**src/rtl/scan_sel.sv**
```systemverilog
// scan_sel: sweeps a 3-bit decoder select from first to last, holding each index dwell+1 cycles
// Ports: clk/rst (sync, active-high); start/stop request and abort a sweep; first/last/dwell
// are latched at start; loop (live) restarts the sweep at last; sel drives the decoder;
// active marks RUN; step pulses when sel changes inside a sweep; done pulses on normal completion.
// Optional macro SCAN_DOWN_EN adds input down (latched at start) to sweep decrementing.
module scan_sel #(
  parameter int DWELL_W = 8
) (
  input  logic               clk,
  input  logic               rst,
  input  logic               start,
  input  logic               stop,
  input  logic [2:0]         first,
  input  logic [2:0]         last,
  input  logic [DWELL_W-1:0] dwell,
  input  logic               loop,
`ifdef SCAN_DOWN_EN
  input  logic               down,
`endif
  output logic [2:0]         sel,
  output logic               active,
  output logic               step,
  output logic               done
);
  typedef enum logic {IDLE, RUN} state_t;
  state_t               r_state;
  logic [2:0]           r_sel, r_first, r_last;
  logic [DWELL_W-1:0]   r_dwell, r_cnt;
  logic                 r_active, r_step, r_done;
  logic [2:0]           w_next;
`ifdef SCAN_DOWN_EN
  logic                 r_down;
  assign w_next = r_down ? r_sel - 3'd1 : r_sel + 3'd1;
`else
  assign w_next = r_sel + 3'd1;
`endif
  always_ff @(posedge clk) begin
    if (rst) begin
      r_state  <= IDLE;
      r_sel    <= '0;
      r_first  <= '0;
      r_last   <= '0;
      r_dwell  <= '0;
      r_cnt    <= '0;
      r_active <= 1'b0;
      r_step   <= 1'b0;
      r_done   <= 1'b0;
`ifdef SCAN_DOWN_EN
      r_down   <= 1'b0;
`endif
    end else begin
      r_step <= 1'b0;
      r_done <= 1'b0;
      case (r_state)
        IDLE: if (start && !stop) begin
          r_state  <= RUN;
          r_active <= 1'b1;
          r_sel    <= first;
          r_first  <= first;
          r_last   <= last;
          r_dwell  <= dwell;
          r_cnt    <= '0;
`ifdef SCAN_DOWN_EN
          r_down   <= down;
`endif
        end
        RUN: if (stop) begin
          r_state  <= IDLE;
          r_active <= 1'b0;
        end else if (r_cnt == r_dwell) begin
          r_cnt <= '0;
          if (r_sel != r_last) begin
            r_sel  <= w_next;
            r_step <= 1'b1;
          end else if (loop) begin
            r_sel  <= r_first;
            r_step <= 1'b1;
          end else begin
            r_state  <= IDLE;
            r_active <= 1'b0;
            r_done   <= 1'b1;
          end
        end else begin
          r_cnt <= r_cnt + DWELL_W'(1);
        end
        default: r_state <= IDLE;
      endcase
    end
  end
  assign sel    = r_sel;
  assign active = r_active;
  assign step   = r_step;
  assign done   = r_done;
endmodule

```
**config.mk**
```make
export PLATFORM = sky130hd
export DESIGN_NAME = scan_sel
export DESIGN_NICKNAME = d
export VERILOG_FILES = /design/src/rtl/scan_sel.sv
export SDC_FILE = /design/constraint.sdc
export NUM_CORES = 1
export LEC_CHECK = 0
export ABC_AREA = 1
export CAP_MARGIN = 40
export CORE_UTILIZATION = 40
export DETAILED_ROUTE_END_ITERATION = 8
export GPL_TIMING_DRIVEN = 0
export PLACE_DENSITY = 0.73
export SLEW_MARGIN = 5
export SYNTH_ARGS = -nofsm -noshare
export SYNTH_HDL_FRONTEND = slang
export SYNTH_SLANG_ARGS = --single-unit
```
**constraint.sdc**
```tcl
create_clock -name clk -period 1.35 [get_ports clk]
set_input_delay 0.27 -clock clk [delete_from_list [all_inputs] [get_ports clk]]
set_output_delay 0.27 -clock clk [all_outputs]
set_load 0.05 [all_outputs]
```
# Word level (Yosys, flattened, before mapping)
# Index checks and enable logic that the tools add are counted.
# word_totals
regBits,29
in_bits,19
output_inout_bits,6
word_cells,53
# classes
n_addsub,2
n_eq_ne,9
mux,23
n_bitwise,2
n_reduce_logical,8
# ops
cell,n
two-way mux 8 bit,3
one-hot mux 8 bit (2 select lines),1
two-way mux 3 bit,5
two-way mux 1 bit,11
"adder 8 x 1 -> 8 bit, second input constant",1
== test 8 bit,1
AND reduction 4 bit,2
"inequality test 3 x 2 -> 1 bit, second input constant",2
"inequality test 3 bit, second input constant",2
one-hot mux 3 bit (2 select lines),1
OR reduction 5 bit,1
"inequality test 2 bit, second input constant",2
one-hot mux 1 bit (2 select lines),2
AND reduction 2 bit,2
OR reduction 4 bit,1
"adder 3 x 1 -> 3 bit, second input constant",1
inequality test 3 bit,1
"inequality test 2 x 1 -> 1 bit, second input constant",1
NOT 1 bit,2
logical AND 1 bit,1
zero test 1 bit,1

# Longest topological paths before layout
# Gate-level depths: netlist of run 1.
# depth
depth_word,5
mapped_depth,11
mapped_depth_nobuf,11

# Worst setup path before layout of run 1
# No wires, ideal clock.
# synth_timing
path_kind,register to register
start,"register r_sel[0], in the netlist sel[0]"
end,register r_state
setup_ns,0.126
arrival_time_ns,1.453
t_required_ns,1.224
slack_ns,-0.230
path_stages_with_launch,6
n_path_buf,0
synth_period_minus_slack_ns,1.580
cell_sequence,dfxtp_1 > xnor2_2 > nand4_1 > or2_4 > nand3_2 > o21ai_2
# synth_via
elab_chain_cells,5
# synth_rtl
element,line,source
"start, declared",27,"logic [2:0] r_sel, r_first, r_last;"
"start signal, assigned",58,r_sel <= first;
"start signal, assigned",73,r_sel <= w_next;
"start signal, assigned",76,r_sel <= r_first;
inequality test 3 bit,72,if (r_sel != r_last) begin
two-way mux 1 bit,72,
two-way mux 1 bit,70,end else if (r_cnt == r_dwell) begin
two-way mux 1 bit,67,RUN: if (stop) begin
one-hot mux 1 bit (2 select lines),54,case (r_state)
"end signal, assigned",56,r_state <= RUN;
"end signal, assigned",68,r_state <= IDLE;
"end signal, assigned",79,r_state <= IDLE;
"end, declared",26,state_t r_state;
# Every way passes these cells.
# A chain may end at the register's enable or synchronous reset.

# Worst setup path in the final report of run 1
# layout_timing
start,register r_last[0]
end,"register r_sel[0], in the netlist sel[0]"
# layout_via
elab_chain_cells,5
# layout_rtl
element,line,source
"start, declared",27,
"start signal, assigned",60,r_last <= last;
inequality test 3 bit *,72,
two-way mux 3 bit,72,
two-way mux 3 bit,70,
two-way mux 3 bit,67,
one-hot mux 3 bit (2 select lines),54,
# Mark *: on every way between the ends. The rest lies on a longest branch, timed or not. The select of a mux whose other input is x is not followed.

==> impl_metrics.py, run 1 <==
metrics = {
    "clock_network": {
        "clock_sink_count": 29,
        "tritoncts": "yes",
        "clock_insertion_delay_worst_skew_ps": 290,
        "clk_path_buf_depth": 2,
        "cts-htree-levels": 2,
        "cts_inserted_buffers": 5,
        "cts.reportedPaths.clkPinSlew_ps": 70,
        "clock-root-buffer": "clkbuf_8",
    },
    "detailed_routing": {
        "antenna_left": 0,
        "detail_route.iter0.violations": 77,
        "routed_wire_length_per_instance_um": 12.6,
        "topRoutingLayerUsed": "met4",
        "drt_drc_violations_left": 0,
        "met1_length_mm": 1.73,
        "wirelength_mm": 3.99,
        "vias": 1612,
        "met2_layer_wire_length_in_the_routed_design_mm": 1.86,
        "post_drt_via_cell_ratio": 5.07,
        "met3_wirelength_um": 240,
        "drt_pass1_iterations": 4,
    },
    "final_layout": {
        "multiInputGateArea_um2": 995,
        "nFillCells": 334,
        "num_antenna_cells": 0,
        "layoutNonFillerInstCount": 318,
        "ratio_of_cells_with_drive_above_1_in_the_final_layout_pct": 36.3,
        "nets": 290,
        "stdcell_area_um2": 2220,
        "finish.utilization_pct": 60.2,
        "area_growth_pct": 43.1,
        "area.sequential_um2": 622,
    },
    "critical_path": {
        "worstSetupStartpointType": "flop",
        "timing.critical_path.buf_inv": 1,
        "cp_slowest_stage_delay_ps": 430,
        "required_arrival_time_at_the_worst_endpoint_ps": 1570,
        "timing.critical_path.arrival_ps": 1580,
        "worst-path-stages": 7,
        "cp_cell_sequence": "xnor2_4, nand3_2, o21ai_1, inv_1, nand2_4, nor2_4, nor2_1",
        "crit_slowest_cell": "dfxtp_1",
        "critical_path.max_fanout": 5,
        "critical_path.endpoint_type": "flop",
        "r2r_cells": 7,
        "worstSetupPathType": "flop to flop",
        "worst_path_dominant_cell_family": "simple AND/OR/NAND/NOR gates",
    },
    "logic_synthesis": {
        "synth_top_area_cell": "dfxtp_1",
        "synth_largest_type_area_fraction_pct": 37.4,
        "yosys.cell_count.top_type": "nand2_1",
        "commonest_cells_in_the_netlist": "nand2_1, inv_1, dfxtp_1, nor2_1, a21oi_1",
        "netlist_instances": 233,
        "synth-seq-area-share_pct": 37.4,
        "synth_enable_flop_cells": 0,
        "ys_types": 25,
        "synth_fp_nets": 254,
        "synth.cell_area_um2": 1550,
        "synth_async_sr_flop_share_pct": 0,
        "synth_area_leaders": "dfxtp_1, nand2_1, inv_1",
        "syn-mean-instance-area_um2": 6.66,
        "postSynth.topFlopCell": "dfxtp_1",
        "yosysWarningCount": 0,
        "synth.ff_latch_count": 29,
    },
    "sta": {
        "tightest_slew_ps": 543,
        "report.final.setup_viol": 1,
        "grt_setup_unrepaired": "yes",
        "slew_violations": 0,
        "hold_ws_ps": 454,
        "min_period_over_period_pct": 101,
        "finClkSkew_ps": 11.9,
        "layout_setup_ws_ps": -12.8,
        "timing.fmax_mhz": 734,
        "maxSlewHeadroom_pct": 63.8,
        "final_period_minus_worst_setup_slack_ps": 1360,
        "timing_hold_violations_final": 0,
    },
    "global_route": {
        "maximum_number_of_pins_on_one_net_before_global_route_repair": 11,
        "vias_in_the_first_global_route": 1398,
        "grt_pass1_wl_mm": 6.17,
        "grt_usage_pct": 19.8,
        "total_overflow_reported_by_the_global_router": 0,
        "number_of_antenna_violations_at_the_first_check_in_global_routing": 0,
    },
    "die": {
        "io_pins": 25,
        "core_region_area_um2": 3690,
        "rows": 22,
        "floorplan.die.height_um": 64.3,
        "die_area_um2": 4130,
        "initial_core_util_pct": 42.1,
        "chipWidth_um": 64.3,
    },
    "worst_hold_path": {
        "hold_path_class": "flop to flop",
        "timing.hold.worst_path_depth": 2,
    },
    "power": {
        "p_seq_share_pct": 41.0,
        "total_power_mw": 2.28,
        "power.ir.vdd_worst_mv": 0.582,
        "power.static_leakage_nw": 0.897,
        "power.share.clock_pct": 35.4,
        "power_per_cell_area_nw_per_um2": 1030,
        "p_sw_share_pct": 30.9,
        "power.share.combinational_pct": 23.6,
        "switching_power_uw": 706,
        "p_int_mw": 1.58,
    },
    "outcome": {
        "failing_checks": "setup timing",
        "run_status": "finished with violations",
    },
    "place": {
        "io_buffers": 24,
        "dp_hpwl_mm": 2.49,
        "place_area_um2": 1860,
        "final_wtd_congestion": 0.839,
        "place.detailed.instances": 305,
    },
    "flow_run": {
        "max_cap_viols": 0,
    },
}
[routing by layer]
metal	up-vias	global-route usage, %
li1	818	-
met1	717	25.0
met2	61	30.9
met3	16	4.46
met4	0	10.8
met5	-	0
[worst min-delay path, stage by stage, from the launching register on]
cell	delay (ps)
dfxtp_2	320
inv_2	50
a21oi_1	50
[kinds of logic (layout without fill, tap and decap cells)]
family / count (synthesis) / after routing / share of synthesized area, %
fa+ha+maj: 2 / 2 / 1.61
simple gates: 117 / 117 / 32.8
compound gates: 41 / 41 / 14.0
flops: 29 / 29 / 37.4
xor+xnor: 5 / 5 / 4.27
buf+inv: 39 / 76 / 9.92
[power by group through the flow]
stage,clock network [mW],logic (mW),registers [mW]
2_1_floorplan,0,0.253,0.981
3_3_place_gp,0,0.415,0.950
3_5_place_dp,0,0.420,0.952
4_1_cts,0.812,0.431,0.931
5_1_grt,0.868,0.587,0.942
6_report,0.810,0.538,0.937
[per-stage QoR]
step           setup slack (ps)  setup TNS, ps
6_report                  -12.8          -12.8
5_1_grt                    -105           -599
4_1_cts                   -63.7           -157
3_5_place_dp               -458         -10770
3_3_place_gp               -429         -10200
2_1_floorplan              58.4              0
[final cells by class]
cell class	instances	share of cell area, %
Buffer	6	2.08
Clock buffer	7	4.34
Clock inverter	1	0.225
Inverter	33	5.58
Multi-Input combinational cell	165	44.8
Sequential cell	29	28.0
Tap cell	48	2.70
Timing Repair Buffer	29	12.3
[flip-flops by register name, summed over array words and instances, names as in the netlist]
register	flops
r_dwell	8
step	1
r_last	3
r_cnt	8
done	1
sel	3
r_first	3
active	1
r_state	1
[layout by cell type, fill, tap and decap left out, types with 4 or more instances in the layout]
master / synthesis / layout
inv_1: 30 / 17
nand3_2: 3 / 6
o21ai_1: 2 / 9
clkdlybuf4s15_2: 0 / 4
clkdlybuf4s50_1: 0 / 18
nand2_1: 67 / 54
inv_2: 3 / 16
dfxtp_2: 0 / 9
clkbuf_8: 0 / 7
a21oi_1: 18 / 18
buf_4: 0 / 5
nand2_2: 1 / 12
nand3_1: 13 / 9
dfxtp_4: 0 / 8
o21ai_0: 17 / 9
dfxtp_1: 29 / 12
nor2_1: 22 / 14
nor2_4: 0 / 9
nand4_1: 4 / 4
[worst paths after layout]
check,start,slack [ps],end
worst max-delay path,r_last[0]$_SDFFE_PP0P_,-10,sel[0]$_SDFFE_PP0P_
worst min-delay path,r_dwell[7]$_SDFFE_PP0P_,450,r_dwell[7]$_SDFFE_PP0P_
worst max register to register,r_last[0]$_SDFFE_PP0P_,-10,sel[0]$_SDFFE_PP0P_
worst min register to register,r_dwell[7]$_SDFFE_PP0P_,450,r_dwell[7]$_SDFFE_PP0P_
[what timing repair did]
action                                  4_1_cts  5_1_grt
setup buffers                                 1        4
resized for setup                            31       78
endpoints found under the hold margin         0        0
hold buffers                                  0        0
endpoints found under the setup margin       34       30
pin swaps                                     2       27
Note: power is estimated with default switching activity, not from simulation.
==> inputs of run 2 (changes only) <==
- CTS_BUF_LIST: not set -> sky130_fd_sc_hd__clkbuf_8
==> results of run 2 <==
The final DEF is identical to that of run 1; final timing and power are the same.
